## src/rtl/c_top.sv

```systemverilog
`default_nettype none
// ============================================================================
// c_top : RV32I main control + ALU-control decoder, registered outputs
// Revision: 1.0
// ============================================================================
module c_top #(
  parameter int oplen = 7
) (
  input  logic             clk,
  input  logic             rst_n,
  input  logic [oplen-1:0] op,
  input  logic [2:0]       funct3,
  input  logic [6:0]       funct7,
  output logic             RegWrite,
  output logic             ALUSrc,
  output logic [1:0]       ALUOp,
  output logic             MemRead,
  output logic             MemWrite,
  output logic             branch,
  output logic             memtoreg,
  output logic [3:0]       ALUOp_control
);

  localparam logic [6:0] OP_RTYPE  = 7'b0110011;
  localparam logic [6:0] OP_LOAD   = 7'b0000011;
  localparam logic [6:0] OP_STORE  = 7'b0100011;
  localparam logic [6:0] OP_BRANCH = 7'b1100011;

  logic       upper_zero;
  logic [6:0] op_low;

  // Any set bit above the 7-bit opcode makes the instruction unrecognized.
  generate
    if (oplen > 7) begin : g_wide_op
      assign upper_zero = ~|op[oplen-1:7];
    end else begin : g_narrow_op
      assign upper_zero = 1'b1;
    end
  endgenerate

  assign op_low = op[6:0];

  logic       reg_write_d;
  logic       alu_src_d;
  logic [1:0] alu_op_d;
  logic       mem_read_d;
  logic       mem_write_d;
  logic       branch_d;
  logic       memtoreg_d;
  logic [3:0] alu_ctrl_d;

  always_comb begin
    reg_write_d = 1'b0;
    alu_src_d   = 1'b0;
    alu_op_d    = 2'b00;
    mem_read_d  = 1'b0;
    mem_write_d = 1'b0;
    branch_d    = 1'b0;
    memtoreg_d  = 1'b0;
    if (upper_zero) begin
      case (op_low)
        OP_RTYPE: begin
          reg_write_d = 1'b1;
          alu_op_d    = 2'b10;
        end
        OP_LOAD: begin
          reg_write_d = 1'b1;
          alu_src_d   = 1'b1;
          mem_read_d  = 1'b1;
          memtoreg_d  = 1'b1;
        end
        OP_STORE: begin
          alu_src_d   = 1'b1;
          mem_write_d = 1'b1;
        end
        OP_BRANCH: begin
          alu_op_d = 2'b01;
          branch_d = 1'b1;
        end
        default: ;
      endcase
    end
  end

  always_comb begin
    alu_ctrl_d = 4'b0010;
    case (alu_op_d)
      2'b01: alu_ctrl_d = 4'b0110;
      2'b10: begin
        case (funct3)
          3'b000: alu_ctrl_d = funct7[5] ? 4'b0110 : 4'b0010;
          3'b001: alu_ctrl_d = 4'b0011;
          3'b010: alu_ctrl_d = 4'b1000;
          3'b011: alu_ctrl_d = 4'b1001;
          3'b100: alu_ctrl_d = 4'b0100;
          3'b101: alu_ctrl_d = funct7[5] ? 4'b0111 : 4'b0101;
          3'b110: alu_ctrl_d = 4'b0001;
          default: alu_ctrl_d = 4'b0000;
        endcase
      end
      default: alu_ctrl_d = 4'b0010;
    endcase
  end

  always_ff @(posedge clk or negedge rst_n) begin
    if (!rst_n) begin
      RegWrite      <= 1'b0;
      ALUSrc        <= 1'b0;
      ALUOp         <= 2'b00;
      MemRead       <= 1'b0;
      MemWrite      <= 1'b0;
      branch        <= 1'b0;
      memtoreg      <= 1'b0;
      ALUOp_control <= 4'b0000;
    end else begin
      RegWrite      <= reg_write_d;
      ALUSrc        <= alu_src_d;
      ALUOp         <= alu_op_d;
      MemRead       <= mem_read_d;
      MemWrite      <= mem_write_d;
      branch        <= branch_d;
      memtoreg      <= memtoreg_d;
      ALUOp_control <= alu_ctrl_d;
    end
  end

endmodule
`default_nettype wire

```

## config.mk

```make
export PLATFORM = sky130hd
export DESIGN_NAME = c_top
export DESIGN_NICKNAME = d
export VERILOG_FILES = /design/src/rtl/c_top.sv
export SDC_FILE = /design/constraint.sdc
export NUM_CORES = 1
export LEC_CHECK = 0
export BUFFER_PORTS_ARGS = -buffer_cell sky130_fd_sc_hd__buf_2
export CAP_MARGIN = 20
export CELL_PAD_IN_SITES_DETAIL_PLACEMENT = 0
export CELL_PAD_IN_SITES_GLOBAL_PLACEMENT = 1
export CORE_ASPECT_RATIO = 1.1
export CORE_MARGIN = 2
export CORE_UTILIZATION = 28
export CTS_CLUSTER_DIAMETER = 150
export DETAILED_ROUTE_END_ITERATION = 16
export PLACE_DENSITY_LB_ADDON = 0.3
export SLEW_MARGIN = 5
export SYNTH_ARGS = -nofsm -noshare
export SYNTH_HDL_FRONTEND = slang
export SYNTH_SLANG_ARGS = --single-unit
```

## constraint.sdc

```tcl
create_clock -name clk -period 0.8 [get_ports clk]
set_clock_uncertainty 0.1 [all_clocks]
set_input_delay 0.16 -clock clk [delete_from_list [all_inputs] [get_ports clk]]
set_output_delay 0.16 -clock clk [all_outputs]
set_load 0.01 [all_outputs]
```

Word level (Yosys, flattened, before mapping)
Cells that the tools add are included.
{ "op_classes": {"muxes": 10, "reduce_logical": 3, "n_eq_ne": 12} }
{ "ops": {"columns": ["op", "n"], "rows": [
  ["4-bit case mux with 7 select lines", 1],
  ["7-bit by 6-bit equality test with 1-bit output, second input constant", 2],
  ["3-bit equality test, second input constant", 3],
  ["4-bit case mux with 2 select lines", 1],
  ["7-bit by 2-bit equality test with 1-bit output, second input constant", 1],
  ["7-bit equality test, second input constant", 1],
  ["3-bit by 2-bit equality test with 1-bit output, second input constant", 2],
  ["1-bit two-way mux", 5],
  ["2-bit case mux with 2 select lines", 1],
  ["2-bit OR reduction", 2],
  ["3-bit by 1-bit equality test with 1-bit output, second input constant", 1],
  ["3-bit logical NOT", 1],
  ["3-bit two-way mux", 1],
  ["2-bit by 1-bit equality test with 1-bit output, second input constant", 1],
  ["2-bit equality test, second input constant", 1],
  ["2-bit two-way mux", 1]
]} }
{ "totals": {"wordCells": 32, "output_inout_bits": 12, "inputBits": 19, "reg_bits": 11} }

Longest topological paths before layout
Gate-level depths: netlist of the first run.
{ "logic_depth": {"word_depth": 4, "depth_mapped": 6, "depth_no_buf": 6} }

Worst setup path after synthesis of the first run
No wires, ideal clock.
{ "synth_path": {"path_kind": "input port to flip-flop", "startpoint": "in op[2]", "endpoint": "reg ALUOp_control[1]", "required_time_ns": 0.584, "path_slack_ns": -0.731, "arrival_time_ns": 1.315, "n_path_buf": 0, "setup_ns": 0.116, "stages": 6, "path_cell_list": "nand4bb_4 -> or3_4 -> inv_1 -> ha_1 -> inv_1 -> o311ai_0"} }
{ "synth_via": {"elab_chain_len": 4, "elab_cells_between_ends": 6, "cone_classes": "4 x eq/ne; 2 x mux"} }
{ "synth_rtl": {"columns": ["item", "line_no", "rtl"], "rows": [
  ["start, declared", "11", "input logic [oplen-1:0] op,"],
  ["7-bit equality test / 7-bit by 6-bit equality test with 1-bit output (equally long branches)", "61", "case (op_low)"],
  ["2-bit case mux with 2 select lines (*)", "61", null],
  ["2-bit equality test / 2-bit by 1-bit equality test with 1-bit output (equally long branches)", "87", "case (alu_op_d)"],
  ["4-bit case mux with 2 select lines (*)", "87", null],
  ["net alu_ctrl_d[1]", "50", "logic [3:0] alu_ctrl_d;"],
  ["end signal, assigned", "123", "ALUOp_control <= alu_ctrl_d;"],
  ["end, declared", "21", "output logic [3:0] ALUOp_control"]
]} }
The timed path passes the listed nets; every way through them passes the cells marked *.

Final worst setup path of the first run
Same ends and word-level chain as after synthesis.

==> impl_metrics.env, run 1 <==
export IMPL_postSynthCellCount=42
export IMPL_totalWireLength_um=1031
export IMPL_antenna_left=0
export IMPL_maxCapViolations=0
export IMPL_critical_path_max_stage_delay_ps=430
export IMPL_final_setup_viol_count=22
export IMPL_cts_tree="yes"
export IMPL_cp_common_cell="buf_6"
export IMPL_ys_seq_area_share_pct=52.36
export IMPL_antenna_cells=0
export IMPL_hp_class="input port to flip-flop"
export IMPL_netlist_area_um2=478.0
export IMPL_required_ps=840
export IMPL_cp_buffers_inverters=3
export IMPL_slew_violations=0
export IMPL_detailedPlace_worstSlack_ps=-853.9
export IMPL_cpLargestDelayFamily="simple AND/OR/NAND/NOR gates"
export IMPL_min_from="funct3[1]"
export IMPL_cts_buffers=3
export IMPL_register_area_um2=250.2
export IMPL_fin_nets=104
export IMPL_achievable_frequency_ghz=0.7495
export IMPL_clock_sinks=10
export IMPL_io_buffers=24
export IMPL_ys_ff_latch=10
export IMPL_grt_first_pass_wirelength_um=1669
export IMPL_fin_crit_ps=1334
export IMPL_cts_root_buf="clkbuf_4"
export IMPL_drtPass1Iterations=4
export IMPL_holdPathStages=2
export IMPL_ys_warn_count=0
export IMPL_power_density_nw_per_um2=1242
export IMPL_fin_ws_ps=-534.2
export IMPL_die_area_um2=2054
export IMPL_core_area_um2=1577
export IMPL_hold_viol_final=0
export IMPL_violations="negative setup slack"
export IMPL_synth_top_area_share_pct=52.36
export IMPL_clkTransAtPathRegs_ps=60
export IMPL_worst_pin_slew_ps=359.6
export IMPL_peakVddDrop_uv=461.1
export IMPL_die_h_um=47.33
export IMPL_htree_levels=1
export IMPL_status="finished with violations"
export IMPL_worstSetupPathType="input port to flip-flop"
export IMPL_grt_use_total_pct=11.76
export IMPL_grt_max_degree=11
export IMPL_layout_drive_gt1_share_pct=74.07
export IMPL_io_pins=31
export IMPL_cp_max_fo=3
export IMPL_grt_pass1_vias=402
export IMPL_multi_input_area_um2=322.8
export IMPL_antenna_found_initial=0
export IMPL_postLayoutCellArea_um2=887.1
export IMPL_drt_initial_drc_count=1
export IMPL_viasPerCell=4.388
export IMPL_place_area_um2=696.9
export IMPL_grt_ovfl_total=0
export IMPL_cp_slowest_cell="or3_4"
export IMPL_rows=15
export IMPL_rsz0062_at_grt="true"
export IMPL_synth_area_top_cells="dfrtp_1, ha_1, nand4bb_4"
export IMPL_start_util_pct=30.32
export IMPL_hold_end="ALUOp_control[1]"
export IMPL_num_fill_cells=142
export IMPL_die_width_um=43.40
export IMPL_gp_congestion=0.6924
export IMPL_wire_per_inst_um=10.52
export IMPL_avgSynthCellArea_um2=11.38
export IMPL_drc=0
export IMPL_ys_types=22
export IMPL_clock_path_buffers=2
export IMPL_syn_nets=64
export IMPL_fin_tns_setup_ps=-5610
export IMPL_yosysTopAreaCell="dfrtp_1"
export IMPL_slew_headroom_pct=75.81
export IMPL_end_kind="flip-flop"
export IMPL_vias=430
export IMPL_worst_setup_path_start_kind="input port"
export IMPL_finalCritPeriodShare_pct=166.8
export IMPL_arrival_ps=1370
export IMPL_crit_chain="buf_6, nand4bb_4, or3_4, buf_6, ha_1, inv_2, o311ai_4"
export IMPL_p_leak_nw=0.4399
export IMPL_final_util_pct=56.27
export IMPL_area_growth_pct=85.60
==> power breakdown <==
| part | internal [mW] | total [mW] | switching [mW] |
|---|---|---|---|
| Sequential | 0.508 | 0.509 | 0.000604 |
| Clock | 0.276 | 0.443 | 0.167 |
| Combinational | 0.0736 | 0.150 | 0.0766 |
| Total | 0.858 | 1.10 | 0.244 |
==> synthesized netlist by cell type <==
cell type  count
nand4bb_4      1
ha_1           3
a21boi_0       1
nand2_1        4
xnor2_1        1
a21oi_1        1
nor3_1         2
xor2_1         1
inv_1          4
or3_4          1
nand3_1        1
nor2_1         2
nor2_2         1
nor4_1         1
o21ai_0        1
and2_1         1
and3_1         1
nand3b_1       1
dfrtp_1       10
o311ai_0       1
buf_4          2
nor3b_1        1
==> cell type report <==
type	count	share of cell area, %
clock buffers	4	4.090
inverters	4	1.693
multi-input cells	26	36.39
flip-flops and latches	10	28.21
well taps	17	2.398
repair buffers	37	27.22
==> per-stage QoR <==
stage,std cells,power [mW],hold WS [ps]
after floorplan,42,0.5529,-235.6
after global placement,89,0.6283,-81.53
after detailed placement,89,0.6301,-72.31
after CTS,98,1.101,51.84
after global routing,98,1.157,76.70
final,98,1.102,69.17
==> registers in the layout (all words and copies together), names as in the netlist <==
name           cells
ALUSrc             1
MemWrite           1
ALUOp              2
memtoreg           1
ALUOp_control      4
RegWrite           1
==> layout by cell type (no fill, tap or decap), types with 2 or more instances in the layout <==
master    Yosys  final
clkbuf_4      0      3
ha_4          0      2
nand2_1       4      3
buf_2         0     23
nor2_4        0      2
buf_6         0      5
inv_2         0      3
buf_4         2      8
dfrtp_1      10     10
==> how the worst max path moves through the flow <==
stage,to,start,cells past startpoint
CTS,ALUOp_control[2],op[2],6
global route,ALUOp_control[1],op[2],7
floorplan,ALUOp_control[1],op[3],6
finish,ALUOp_control[1],op[2],7
detailed placement,ALUOp_control[1],op[3],7
global placement,ALUOp_control[1],op[3],7
==> cell families after synthesis <==
logic type      count (synthesis)  share of synthesized area (%)
xor+xnor                        2                          3.666
simple gates                   17                          24.35
flops                          10                          52.36
fa+ha+maj                       3                          7.854
compound gates                  4                          5.496
buf+inv                         6                          6.281
==> metal layers <==
metal | up-vias | GRT usage (%) | share of wire [%]
met5 | - | 0 | 0
met4 | 0 | 10.91 | 0
met3 | 0 | 0.3846 | 5.5
met2 | 15 | 22.09 | 59
met1 | 196 | 12.00 | 35
li1 | 219 | - | -
==> repair_timing <==
item / in CTS / in global routing
hold endpoints to repair: 10 / 0
buffers inserted: 4 / 0
endpoints found under the setup margin: 18 / 22
resized for setup: 16 / 8
hold buffers: 1 / 0
pin swaps: 10 / 7
(Power assumes the default switching activity.)
==> inputs of run 2 (changes only) <==
Settings changed: CORE_UTILIZATION 28 to 30.
Clock period 0.8 ns to 1.7 ns, I/O delays scaled along.
==> run 2 against run 1 <==
Compared with the run above: total power shrank 55%; hold slack gained 110 ps; wire length down 17%; the run now ends clean; first-iteration DRC count decreased by 100%; cell area decreased by 19%; die area down 6.1%; global-route usage fell by 2.6 points; count of clock-buffer cells in the layout unchanged; sequential share of layout area grew 6.8 points; sequential cell count unchanged; setup slack improved by 650 ps; combinational power down 66%.
==> impl_metrics.env, run 2 (synthesized netlist as in run 1, its figures left out) <==
export IMPL_end_kind="flip-flop"
export IMPL_cts_root_buf="clkbuf_4"
export IMPL_cp_slowest_cell="ha_1"
export IMPL_drc=0
export IMPL_critical_path_max_stage_delay_ps=220
export IMPL_multi_input_area_um2=217.7
export IMPL_fin_hold_ws_ps=177.3
export IMPL_top_register="ALUOp_control"
export IMPL_crit_chain="buf_2, nand4bb_4, buf_4, nor2_1, nand3_1, buf_4, ha_1, inv_1, o311ai_2"
export IMPL_grt_use_total_pct=9.122
export IMPL_core_area_um2=1539
export IMPL_clock_path_buffers=2
export IMPL_wire_per_inst_um=9.250
export IMPL_num_fill_cells=154
export IMPL_worst_setup_path_start_kind="input port"
export IMPL_peakVddDrop_uv=199.3
export IMPL_totalWireLength_um=851
export IMPL_area_growth_pct=49.74
export IMPL_mostFrequentLayoutCells="buf_2, dfrtp_1, buf_4"
export IMPL_total_power_uw=496.9
export IMPL_finalCritPeriodShare_pct=93.21
export IMPL_largest_reg_flops=4
export IMPL_worstSetupPathType="input port to flip-flop"
export IMPL_final_util_pct=46.50
export IMPL_hold_viol_final=0
export IMPL_gp_congestion=0.6976
export IMPL_final_setup_viol_count=0
export IMPL_achievable_frequency_ghz=0.6311
export IMPL_maxCapViolations=0
export IMPL_reg_top3="ALUOp_control x4, ALUOp x2"
export IMPL_detailedPlace_worstSlack_ps=-154.8
export IMPL_cts_buffers=3
export IMPL_antenna_left=0
export IMPL_drt_initial_drc_count=0
export IMPL_cp_common_cell="buf_4"
export IMPL_antenna_cells=0
export IMPL_layout_drive_gt1_share_pct=52.00
export IMPL_drtPass1Iterations=1
export IMPL_antenna_found_initial=0
export IMPL_start_util_pct=31.06
export IMPL_cp_max_fo=4
export IMPL_die_h_um=45.87
export IMPL_slew_headroom_pct=82.36
export IMPL_die_width_um=42.06
export IMPL_htree_levels=1
export IMPL_required_ps=1730
export IMPL_dp_hpwl_um=696.3
export IMPL_rows=15
export IMPL_grt_max_degree=11
export IMPL_fin_nets=98
export IMPL_vias=401
export IMPL_grt_first_pass_wirelength_um=1242
export IMPL_status="finished, final reports clean"
export IMPL_die_area_um2=1929
export IMPL_rsz0062_at_grt="true"
export IMPL_fin_crit_ps=1585
export IMPL_hp_class="input port to flip-flop"
export IMPL_slew_violations=0
export IMPL_power_density_nw_per_um2=694.3
export IMPL_final_common_cell="buf_2"
export IMPL_register_area_um2=250.2
export IMPL_fin_ws_ps=115.4
export IMPL_p_leak_nw=0.3768
export IMPL_io_buffers=24
export IMPL_grt_ovfl_total=0
export IMPL_clkTransAtPathRegs_ps=70
export IMPL_clock_sinks=10
export IMPL_cts_tree="yes"
export IMPL_io_pins=31
export IMPL_grt_pass1_vias=329
export IMPL_fin_tns_setup_ps=0
export IMPL_cts_setup_buffers=0
export IMPL_worst_pin_slew_ps=262.2
export IMPL_arrival_ps=1610
export IMPL_viasPerCell=4.359
==> run 2: cell count changes in the layout (fill, tap and decap cells not counted), moves of 2 or more <==
cell and delta:
buf_4 -2, buf_6 -5, inv_1 +3, inv_2 -3, nor2_1 +2, nor2_4 -2
nor3_1 +2
==> run 2: worst max-delay path, delay by kind of cell <==
family                   cells  cell delay [ps]
adder cells (fa/ha/maj)      1              220
AO/OA/AOI/OAI                1              100
AND/OR/NAND/NOR              3              470
buffers and inverters        4              490
==> run 2: routing by layer <==
metal	global-route usage, %	routed length (µm)
met5	0	0
met4	11.25	0
met3	0	75
met2	15.63	430
met1	9.606	345
==> run 2: report_power, final <==
| part | internal, mW | switching (mW) |
|---|---|---|
| combinational | 0.0276 | 0.0240 |
| clock | 0.130 | 0.0763 |
| sequential | 0.239 | 0.000282 |
==> run 2: final cells by class <==
type / count / area share, %
inverter: 4 / 2.098
timing repair buffer: 31 / 24.48
multi-input combinational: 26 / 30.42
clock buffer: 4 / 5.070
tap: 17 / 2.972
sequential: 10 / 34.97
==> run 2: repair_timing <==
item                       in CTS  in global routing
hold buffers                    1                  0
gates resized for setup         0                  2
hold endpoints to repair       10                  0
setup endpoints to repair       0                  1
==> run 2: final timing paths <==
kind,start,end,slack (ps),cells past startpoint
min in group asynchronous,rst_n,ALUOp[1],360,2
max in group asynchronous,rst_n,memtoreg,960,2
max,op[2],ALUOp_control[1],120,9
min,funct3[2],ALUOp_control[3],180,2
==> run 2: per-stage QoR <==
stage	area [µm²]	cells
global placement	649.4	87
detailed placement	649.4	87
CTS	695.7	92
finish	715.7	92
global route	715.7	92
floorplan	478.0	42
==> inputs of run 3 (changes only) <==
Settings changed: CORE_ASPECT_RATIO 1.1 to unset.
==> run 3 against run 2 <==
Compared with the run above: cell area down 4.9%; hold slack better by 4.3 ps; sequential power hardly changed; non-clock buffer count unchanged; combinational power decreased by 3.9%; total power decreased by 12%; wire length decreased by 12%; die area barely moved; fmax barely moved; sequential share of layout area rose by 1.8 points; setup slack better by 0.62 ps; largest power group unchanged.
==> impl_metrics.env, run 3 (synthesized netlist as in run 1, its figures left out) <==
export IMPL_grt_first_pass_wirelength_um=1311
export IMPL_rows=14
export IMPL_clkTransAtPathRegs_ps=50
export IMPL_dp_hpwl_um=633.1
export IMPL_stdcell_count=90
export IMPL_p_leak_nw=0.3680
export IMPL_cts_resized=0
export IMPL_min_from="funct3[2]"
export IMPL_die_area_um2=1929
export IMPL_fin_nets=98
export IMPL_end_kind="flip-flop"
export IMPL_hold_viol_final=0
export IMPL_fin_crit_ps=1584
export IMPL_totalWireLength_um=749
export IMPL_die_h_um=43.92
export IMPL_die_width_um=43.92
export IMPL_cts_tree="yes"
export IMPL_final_util_pct=45.18
export IMPL_gp_congestion=0.7093
export IMPL_clock_sinks=10
export IMPL_maxCapViolations=0
export IMPL_fin_tns_setup_ps=0
export IMPL_htree_levels=1
export IMPL_place_area_um2=648.1
export IMPL_viasPerCell=4.211
export IMPL_rsz0062_at_grt="false"
export IMPL_io_buffers=24
export IMPL_fin_hold_ws_ps=181.6
export IMPL_core_area_um2=1506
export IMPL_drt_initial_drc_count=1
export IMPL_wire_per_inst_um=8.322
export IMPL_area_growth_pct=42.41
export IMPL_cp_max_fo=3
export IMPL_antenna_cells=0
export IMPL_detailedPlace_worstSlack_ps=-149.3
export IMPL_largest_reg_flops=4
export IMPL_grt_pass1_vias=341
export IMPL_worst_setup_path_start_kind="input port"
export IMPL_postLayoutCellArea_um2=680.7
export IMPL_vias=379
export IMPL_cts_root_buf="clkbuf_4"
export IMPL_finalCritPeriodShare_pct=93.18
export IMPL_layout_drive_gt1_share_pct=48.65
export IMPL_slew_violations=0
export IMPL_final_common_cell="buf_2"
export IMPL_power_density_nw_per_um2=639.5
export IMPL_grt_max_degree=11
export IMPL_clock_path_buffers=2
export IMPL_mostFrequentLayoutCells="buf_2, dfrtp_1, buf_4"
export IMPL_hp_class="input port to flip-flop"
export IMPL_worstSetupPathType="input port to flip-flop"
export IMPL_cts_buffers=3
export IMPL_antenna_found_initial=0
export IMPL_status="finished, final reports clean"
export IMPL_grt_ovfl_total=0
export IMPL_top_register="ALUOp_control"
export IMPL_drc=0
export IMPL_start_util_pct=31.73
export IMPL_grt_use_total_pct=9.785
export IMPL_total_power_uw=435.3
export IMPL_crit_start="op[2]"
export IMPL_dpl_cell_count=86
export IMPL_drtPass1Iterations=2
export IMPL_required_ps=1740
export IMPL_final_setup_viol_count=0
export IMPL_reg_top3="ALUOp_control x4, ALUOp x2"
export IMPL_antenna_left=0
export IMPL_io_pins=31
export IMPL_arrival_ps=1630
export IMPL_peakVddDrop_uv=195.8
export IMPL_achievable_frequency_ghz=0.6313
export IMPL_slew_headroom_pct=81.62
export IMPL_worst_pin_slew_ps=271.5
export IMPL_fin_ws_ps=116.0
[run 3: cell count changes in the layout (fill, tap and decap cells not counted)]
cell      delta
clkbuf_8     -1
ha_1         +1
ha_4         -1
o311ai_1     +1
o311ai_2     -1
[run 3: worst max-delay path, cell delays in order]
cell       delay [ps]
buf_2              90
nand4bb_4         220
or3_4             390
inv_1              60
ha_1              180
inv_1              50
o311ai_1          290
[run 3: layer usage]
layer	GRT usage, %	routed length (µm)
met1	11.17	327
met2	13.82	349
met3	1.250	52
met4	12.73	19
met5	0	0
[run 3: repair_timing]
action                    CTS  global route
hold buffers                1             0
hold endpoints to repair   10             0
buffers inserted            0             0
[run 3: worst paths after layout]
check,depth (start not counted),end,slack [ps]
min in group asynchronous,2,ALUOp[1],370
min,2,ALUOp_control[3],180
max in group asynchronous,2,memtoreg,960
max,7,ALUOp_control[1],120
[run 3: area by class of cell]
class	instances	area (µm²)
clock buffer	3	22.52
tap	16	20.02
multi-input combinational	26	197.7
inverter	4	15.01
fill	147	825.8
timing repair buffer	31	175.2
sequential	10	250.2
[run 3: report_power, final]
part / total, mW / internal, mW / leakage [nW] / switching [mW]
Combinational: 0.0495 / 0.0270 / 0.220 / 0.0225
Clock: 0.146 / 0.0808 / 0.0138 / 0.0653
Sequential: 0.240 / 0.239 / 0.134 / 0.000252
Total: 0.435 / 0.347 / 0.368 / 0.0881
